[config.mk]
export PLATFORM = sky130hd
export DESIGN_NAME = seg7_scan_driver
export DESIGN_NICKNAME = d
export VERILOG_FILES = /design/src/rtl/seg7_scan_driver.sv
export SDC_FILE = /design/constraint.sdc
export NUM_CORES = 1
export LEC_CHECK = 0
export CORE_ASPECT_RATIO = 1.75
export CORE_MARGIN = 4
export CORE_UTILIZATION = 50
export CTS_BUF_LIST = sky130_fd_sc_hd__clkbuf_8
export DETAILED_ROUTE_END_ITERATION = 7
export PLACE_DENSITY = 0.79
export SLEW_MARGIN = 20
export SYNTH_ARGS = -nofsm -noshare
export SYNTH_HDL_FRONTEND = slang
export SYNTH_SLANG_ARGS = --single-unit
[constraint.sdc]
create_clock -name clk -period 2.2 [get_ports clk]
set_input_delay 0.22 -clock clk [delete_from_list [all_inputs] [get_ports clk]]
set_output_delay 0.22 -clock clk [all_outputs]
set_load 0.005 [all_outputs]
[src/rtl/seg7_scan_driver.sv]
`default_nettype none
// ============================================================================
//  Module      : seg7_scan_driver
//  Description : Time-multiplexed 7-segment display driver. Scans NUM_DIGITS
//                hex digits, double-buffers the displayed value so updates
//                only take effect at frame boundaries, and supports
//                leading-zero blanking and per-digit blinking.
//  Revision    : 1.0 - initial release
// ============================================================================
module seg7_scan_driver #(
  parameter int NUM_DIGITS     = 4,
  parameter int CLK_DIV        = 50000,
  parameter int BLINK_FRAMES   = 64,
  parameter bit SEG_ACTIVE_LOW = 1'b1,
  parameter bit DIG_ACTIVE_LOW = 1'b1
) (
  input  logic                    clk,
  input  logic                    rst_n,
  input  logic                    load,
  input  logic [4*NUM_DIGITS-1:0] value_in,
  input  logic [NUM_DIGITS-1:0]   dp_in,
  input  logic                    blank_lz,
  input  logic [NUM_DIGITS-1:0]   blink_en,
  output logic [6:0]              seg_out,
  output logic                    dp_out,
  output logic [NUM_DIGITS-1:0]   digit_sel,
  output logic                    frame_done
);

  localparam int c_div_w = (CLK_DIV > 1) ? $clog2(CLK_DIV) : 1;
  localparam int c_idx_w = (NUM_DIGITS > 1) ? $clog2(NUM_DIGITS) : 1;
  localparam int c_blk_w = (BLINK_FRAMES > 1) ? $clog2(BLINK_FRAMES) : 1;

  localparam logic [c_div_w-1:0]    c_div_last = c_div_w'(CLK_DIV - 1);
  localparam logic [c_idx_w-1:0]    c_idx_last = c_idx_w'(NUM_DIGITS - 1);
  localparam logic [c_blk_w-1:0]    c_blk_last = c_blk_w'(BLINK_FRAMES - 1);

  // XOR masks that turn active-high internal values into pin polarity;
  // they are also the "everything off" pin levels.
  localparam logic [6:0]            c_seg_off  = {7{SEG_ACTIVE_LOW}};
  localparam logic                  c_dp_off   = SEG_ACTIVE_LOW;
  localparam logic [NUM_DIGITS-1:0] c_sel_off  = {NUM_DIGITS{DIG_ACTIVE_LOW}};

  // Active-high glyphs ordered {g,f,e,d,c,b,a}
  function automatic logic [6:0] f_glyph(input logic [3:0] nib);
    logic [6:0] seg;
    case (nib)
      4'h0: seg = 7'h3F;
      4'h1: seg = 7'h06;
      4'h2: seg = 7'h5B;
      4'h3: seg = 7'h4F;
      4'h4: seg = 7'h66;
      4'h5: seg = 7'h6D;
      4'h6: seg = 7'h7D;
      4'h7: seg = 7'h07;
      4'h8: seg = 7'h7F;
      4'h9: seg = 7'h6F;
      4'hA: seg = 7'h77;
      4'hB: seg = 7'h7C;
      4'hC: seg = 7'h39;
      4'hD: seg = 7'h5E;
      4'hE: seg = 7'h79;
      default: seg = 7'h71;
    endcase
    return seg;
  endfunction

  logic [c_div_w-1:0]      r_div;
  logic [c_idx_w-1:0]      r_idx;
  logic [4*NUM_DIGITS-1:0] r_shadow_val;
  logic [NUM_DIGITS-1:0]   r_shadow_dp;
  logic                    r_pending;
  logic [4*NUM_DIGITS-1:0] r_active_val;
  logic [NUM_DIGITS-1:0]   r_active_dp;
  logic [c_blk_w-1:0]      r_blk_cnt;
  logic                    r_blk_phase;
  logic                    r_frame_q;
  logic [6:0]              r_seg;
  logic                    r_dp;
  logic [NUM_DIGITS-1:0]   r_sel;
  logic                    r_frame_done;

  logic                    w_tc;
  logic                    w_frame;
  logic [3:0]              w_nib;
  logic                    w_dp_bit;
  logic                    w_blink_bit;
  logic                    w_lz_blank;
  logic                    w_upper_zero;
  logic                    w_blank;
  logic [6:0]              w_seg_hi;
  logic                    w_dp_hi;
  logic [NUM_DIGITS-1:0]   w_sel_hi;

  assign w_tc    = (r_div == c_div_last);
  assign w_frame = w_tc && (r_idx == c_idx_last);

  // Per-digit dwell counter
  always_ff @(posedge clk or negedge rst_n) begin
    if (!rst_n) begin
      r_div <= '0;
    end else if (w_tc) begin
      r_div <= '0;
    end else begin
      r_div <= r_div + 1'b1;
    end
  end

  // Scan index steps once per dwell period and wraps each frame
  always_ff @(posedge clk or negedge rst_n) begin
    if (!rst_n) begin
      r_idx <= '0;
    end else if (w_tc) begin
      r_idx <= (r_idx == c_idx_last) ? '0 : r_idx + 1'b1;
    end
  end

  // Shadow capture; a load on a boundary cycle keeps pending set because
  // the commit on that same edge uses the previous shadow contents
  always_ff @(posedge clk or negedge rst_n) begin
    if (!rst_n) begin
      r_shadow_val <= '0;
      r_shadow_dp  <= '0;
      r_pending    <= 1'b0;
    end else begin
      if (load) begin
        r_shadow_val <= value_in;
        r_shadow_dp  <= dp_in;
        r_pending    <= 1'b1;
      end else if (w_frame) begin
        r_pending    <= 1'b0;
      end
    end
  end

  // Displayed value only changes at a frame boundary, so a frame never tears
  always_ff @(posedge clk or negedge rst_n) begin
    if (!rst_n) begin
      r_active_val <= '0;
      r_active_dp  <= '0;
    end else if (w_frame && r_pending) begin
      r_active_val <= r_shadow_val;
      r_active_dp  <= r_shadow_dp;
    end
  end

  // Frame counter for the blink phase, toggling every BLINK_FRAMES frames
  always_ff @(posedge clk or negedge rst_n) begin
    if (!rst_n) begin
      r_blk_cnt   <= '0;
      r_blk_phase <= 1'b0;
    end else if (w_frame) begin
      if (r_blk_cnt == c_blk_last) begin
        r_blk_cnt   <= '0;
        r_blk_phase <= ~r_blk_phase;
      end else begin
        r_blk_cnt   <= r_blk_cnt + 1'b1;
      end
    end
  end

  // Pick the current digit's data and evaluate leading-zero blanking by
  // walking from the most significant digit downwards
  always_comb begin
    w_nib        = 4'h0;
    w_dp_bit     = 1'b0;
    w_blink_bit  = 1'b0;
    w_lz_blank   = 1'b0;
    w_upper_zero = 1'b1;
    w_sel_hi     = '0;
    for (int i = NUM_DIGITS - 1; i >= 0; i--) begin
      w_upper_zero = w_upper_zero && (r_active_val[i*4 +: 4] == 4'h0);
      if (r_idx == c_idx_w'(i)) begin
        w_nib       = r_active_val[i*4 +: 4];
        w_dp_bit    = r_active_dp[i];
        w_blink_bit = blink_en[i];
        w_lz_blank  = blank_lz && (i != 0) && w_upper_zero;
        w_sel_hi[i] = 1'b1;
      end
    end
  end

  assign w_blank  = w_lz_blank || (r_blk_phase && w_blink_bit);
  assign w_seg_hi = w_blank ? 7'h00 : f_glyph(w_nib);
  assign w_dp_hi  = !w_blank && w_dp_bit;

  // Output registers; frame_done is delayed one extra stage so it lines up
  // with the first registered cycle of digit 0
  always_ff @(posedge clk or negedge rst_n) begin
    if (!rst_n) begin
      r_seg        <= c_seg_off;
      r_dp         <= c_dp_off;
      r_sel        <= c_sel_off;
      r_frame_q    <= 1'b0;
      r_frame_done <= 1'b0;
    end else begin
      r_seg        <= w_seg_hi ^ c_seg_off;
      r_dp         <= w_dp_hi ^ c_dp_off;
      r_sel        <= w_sel_hi ^ c_sel_off;
      r_frame_q    <= w_frame;
      r_frame_done <= r_frame_q;
    end
  end

  assign seg_out    = r_seg;
  assign dp_out     = r_dp;
  assign digit_sel  = r_sel;
  assign frame_done = r_frame_done;

endmodule
`default_nettype wire

==> impl_metrics.env <==
export IMPL_status="completed"
export IMPL_clock_path_buffers=2
export IMPL_cts_htree_levels=3
export IMPL_synth_edf_count=0
export IMPL_drt_total_wl_um=7374
export IMPL_rsz0062_at_grt="yes"
export IMPL_dp_slack_ns=0.001496
export IMPL_routedWlPerCell_um=16.39
export IMPL_ys_seq_area_share_pct=54.57
export IMPL_setup_ws_ns=0.07005
export IMPL_io_buffers=40
export IMPL_start_kind="flop"
export IMPL_end_kind="flop"
export IMPL_synth_area_mm2=0.003696
export IMPL_ys_async_sr_fraction_pct=100.0
export IMPL_worst_pin_slew_ns=0.5266
export IMPL_hpwlAfterDp_um=5335
export IMPL_cts_tree="done"
export IMPL_relSlewSlack_pct=64.57
export IMPL_postCtsSetupBuffers=0
export IMPL_cts_made_buffers=9
export IMPL_cts_root_buffer="clkbuf_8"
export IMPL_p_total_uw=2957
export IMPL_final_antenna_net_count=0
export IMPL_pin_count=41
export IMPL_antenna_found_initial=0
export IMPL_nFillCells=562
export IMPL_drv_slew=0
export IMPL_drv_cap=0
export IMPL_synth_top_area_cell="dfrtp_1"
export IMPL_area_growth_syn_to_layout_pct=25.05
export IMPL_syn_nets=335
export IMPL_via_per_inst=5.500
export IMPL_cts_sinks=80
export IMPL_drcViolationCount=0
export IMPL_fin_area_mm2=0.004622
export IMPL_hold_viol_final=0
export IMPL_ys_flop_type="dfrtp_1"
export IMPL_clock_latency_ns=0.36
export IMPL_regArea_mm2=0.002017
export IMPL_power_leakage_uw=0.002151
export IMPL_power_density_mw_per_mm2=639.8
export IMPL_initial_utilization_pct=51.46
export IMPL_max_freq_ghz=0.4695
export IMPL_synth_common_cells="dfrtp_1 (68), mux2_2 (22), mux2_4 (20), nand2_1 (20), nand3_1 (18)"
export IMPL_post_route_period_util_pct=96.82
export IMPL_die_area_mm2=0.008885
export IMPL_placedInstanceArea_mm2=0.004332
export IMPL_grt_pass1_wl_um=12270
export IMPL_row_count=41
export IMPL_clk_pin_slew_ns=0.08
export IMPL_arrival_ns=2.43
export IMPL_num_vias=2475
export IMPL_grt_pass1_vias=2543
export IMPL_path_class="flop to flop"
export IMPL_die_width_um=72.99
export IMPL_track_usage_pct=18.35
export IMPL_synth_most_common_cell="dfrtp_1"
export IMPL_synth_top_area_share_pct=46.04
export IMPL_multi_input_area_mm2=0.001633
export IMPL_drive_gt1_share_pct=29.67
export IMPL_required_ns=2.50
export IMPL_core_area_mm2=0.007182
export IMPL_cp_max_fo=4
export IMPL_setup_tns_ns=0
export IMPL_synth_warnings=0
export IMPL_ys_top_cells_by_area="dfrtp_1 (46%), dfstp_2 (8.5%), mux2_4 (8.1%)"
export IMPL_ys_ff_latch=80
export IMPL_fin_nets=399
export IMPL_yosysUniqueCellTypes=46
export IMPL_hp_class="flop to flop"
export IMPL_drt_iter0_markers=206
export IMPL_syn_inst=295
export IMPL_finalCriticalPeriod_ns=2.130
export IMPL_grt_overflow_total=0
export IMPL_finalSetupViolCount=0
export IMPL_grt_max_degree=42
export IMPL_ir_drop_uv=709.7
export IMPL_skew_ns=0.008316
export IMPL_syn_avg_cell_area_um2=12.53
export IMPL_gp_congestion=0.8514
export IMPL_die_h_um=121.7
export IMPL_drtPass1Iterations=5
export IMPL_antenna_cells=0
through the flow:
stage,hold slack [ns],instances,util (%)
after floorplan,-0.07559,295,-
after global placement,0.2306,433,60.31
after detailed placement,0.2398,433,60.31
after CTS,0.3569,450,63.95
after global routing,0.3792,450,64.36
final,0.3524,450,64.36
flip-flops by register name, indices dropped and copies added (netlist names):
| signal | count |
|---|---|
| r_active_val | 16 |
| r_div | 16 |
| r_shadow_val | 16 |
| seg_out | 7 |
| r_blk_cnt | 6 |
| digit_sel | 4 |
| r_active_dp | 4 |
| r_shadow_dp | 4 |
| r_idx | 2 |
| dp_out | 1 |
| frame_done | 1 |
| r_blk_phase | 1 |
| r_frame_q | 1 |
| r_pending | 1 |
cell families (layout without fill, tap and decap cells):
group                      after synthesis  count (layout)  share of synthesized area [%]
xor gates and xnor gates                16              16                          3.792
AOI/OAI and AO/OA                       40              40                          7.888
adders and majority gates               12              12                          4.062
DFF                                     80              80                          54.57
muxes                                   43              43                          15.10
and+or+nand+nor                         85              85                          12.22
buffers and inverters                   19              88                          2.370
power breakdown:
group | internal (uW) | switching (uW) | total [uW]
sequential | 1510 | 21.6 | 1530
clock | 773 | 523 | 1300
combinational | 81.2 | 51.5 | 133
total | 2360 | 596 | 2960
area by class of cell:
class                      instances  share of cell area, %
sequential                        80                  43.64
tap                               86                  2.328
clock buffer                      10                  2.978
timing repair buffer              61                  12.62
clock inverter                     6                  2.193
inverter                          11                 0.9204
multi-input combinational        196                  35.33
cells in the final DEF (no fill, tap or decap), types with 3 or more instances in the layout:
cell / count
nor3_1: 4
ha_1: 7
a21o_1: 4
nor2_1: 16
nand4_1: 4
mux2_4: 20
o21ai_0: 7
dfstp_2: 12
o31ai_1: 4
bufinv_16: 3
ha_2: 5
mux2_2: 22
clkbuf_8: 10
nor4_1: 4
xnor2_1: 7
nand2_1: 20
nand3_1: 18
dfrtp_1: 68
buf_4: 19
inv_1: 11
xor2_1: 9
clkdlybuf4s50_1: 39
nor2b_1: 3
o221ai_1: 3
final timing paths:
kind,startpoint,end,slack (ns),cells after the start
min reg2reg,r_frame_q,frame_done,0.35,0
max reg2reg,r_idx[0],seg_out[3],0.07,10
min,r_frame_q,frame_done,0.35,0
max,r_idx[0],seg_out[3],0.07,10
max in group asynchronous,rst_n,seg_out[1],1.16,3
min in group asynchronous,rst_n,r_div[14],0.38,2
worst max-delay path: stages, from the launching register on:
cell and delay, ns:
dfrtp_1 0.42, inv_2 0.10, ha_2 0.22, nand2b_4 0.15, o22ai_1 0.10, o21bai_2 0.24
buf_4 0.17, ha_1 0.19, o21ai_0 0.12, nand3_1 0.13, a21bo_2 0.23
timing repair:
action	4_1_cts	5_1_grt
endpoints found under the setup margin	3	8
endpoints found under the hold margin	32	0
pin swaps	0	3
hold buffers	1	0
gates resized for setup	3	13
per-layer routing:
metal  track usage, %  routed length, um  part of all wire (%)  vias to the layer above
met1            21.08               2925                    40                     1226
met3            5.120                263                   3.6                       19
met2            30.61               3996                    54                       54
met5                0                  0                     0                        -
li1                 -                  -                     -                     1176
met4            9.238                188                   2.5                        0
Note: power is estimated with default switching activity, not from simulation.
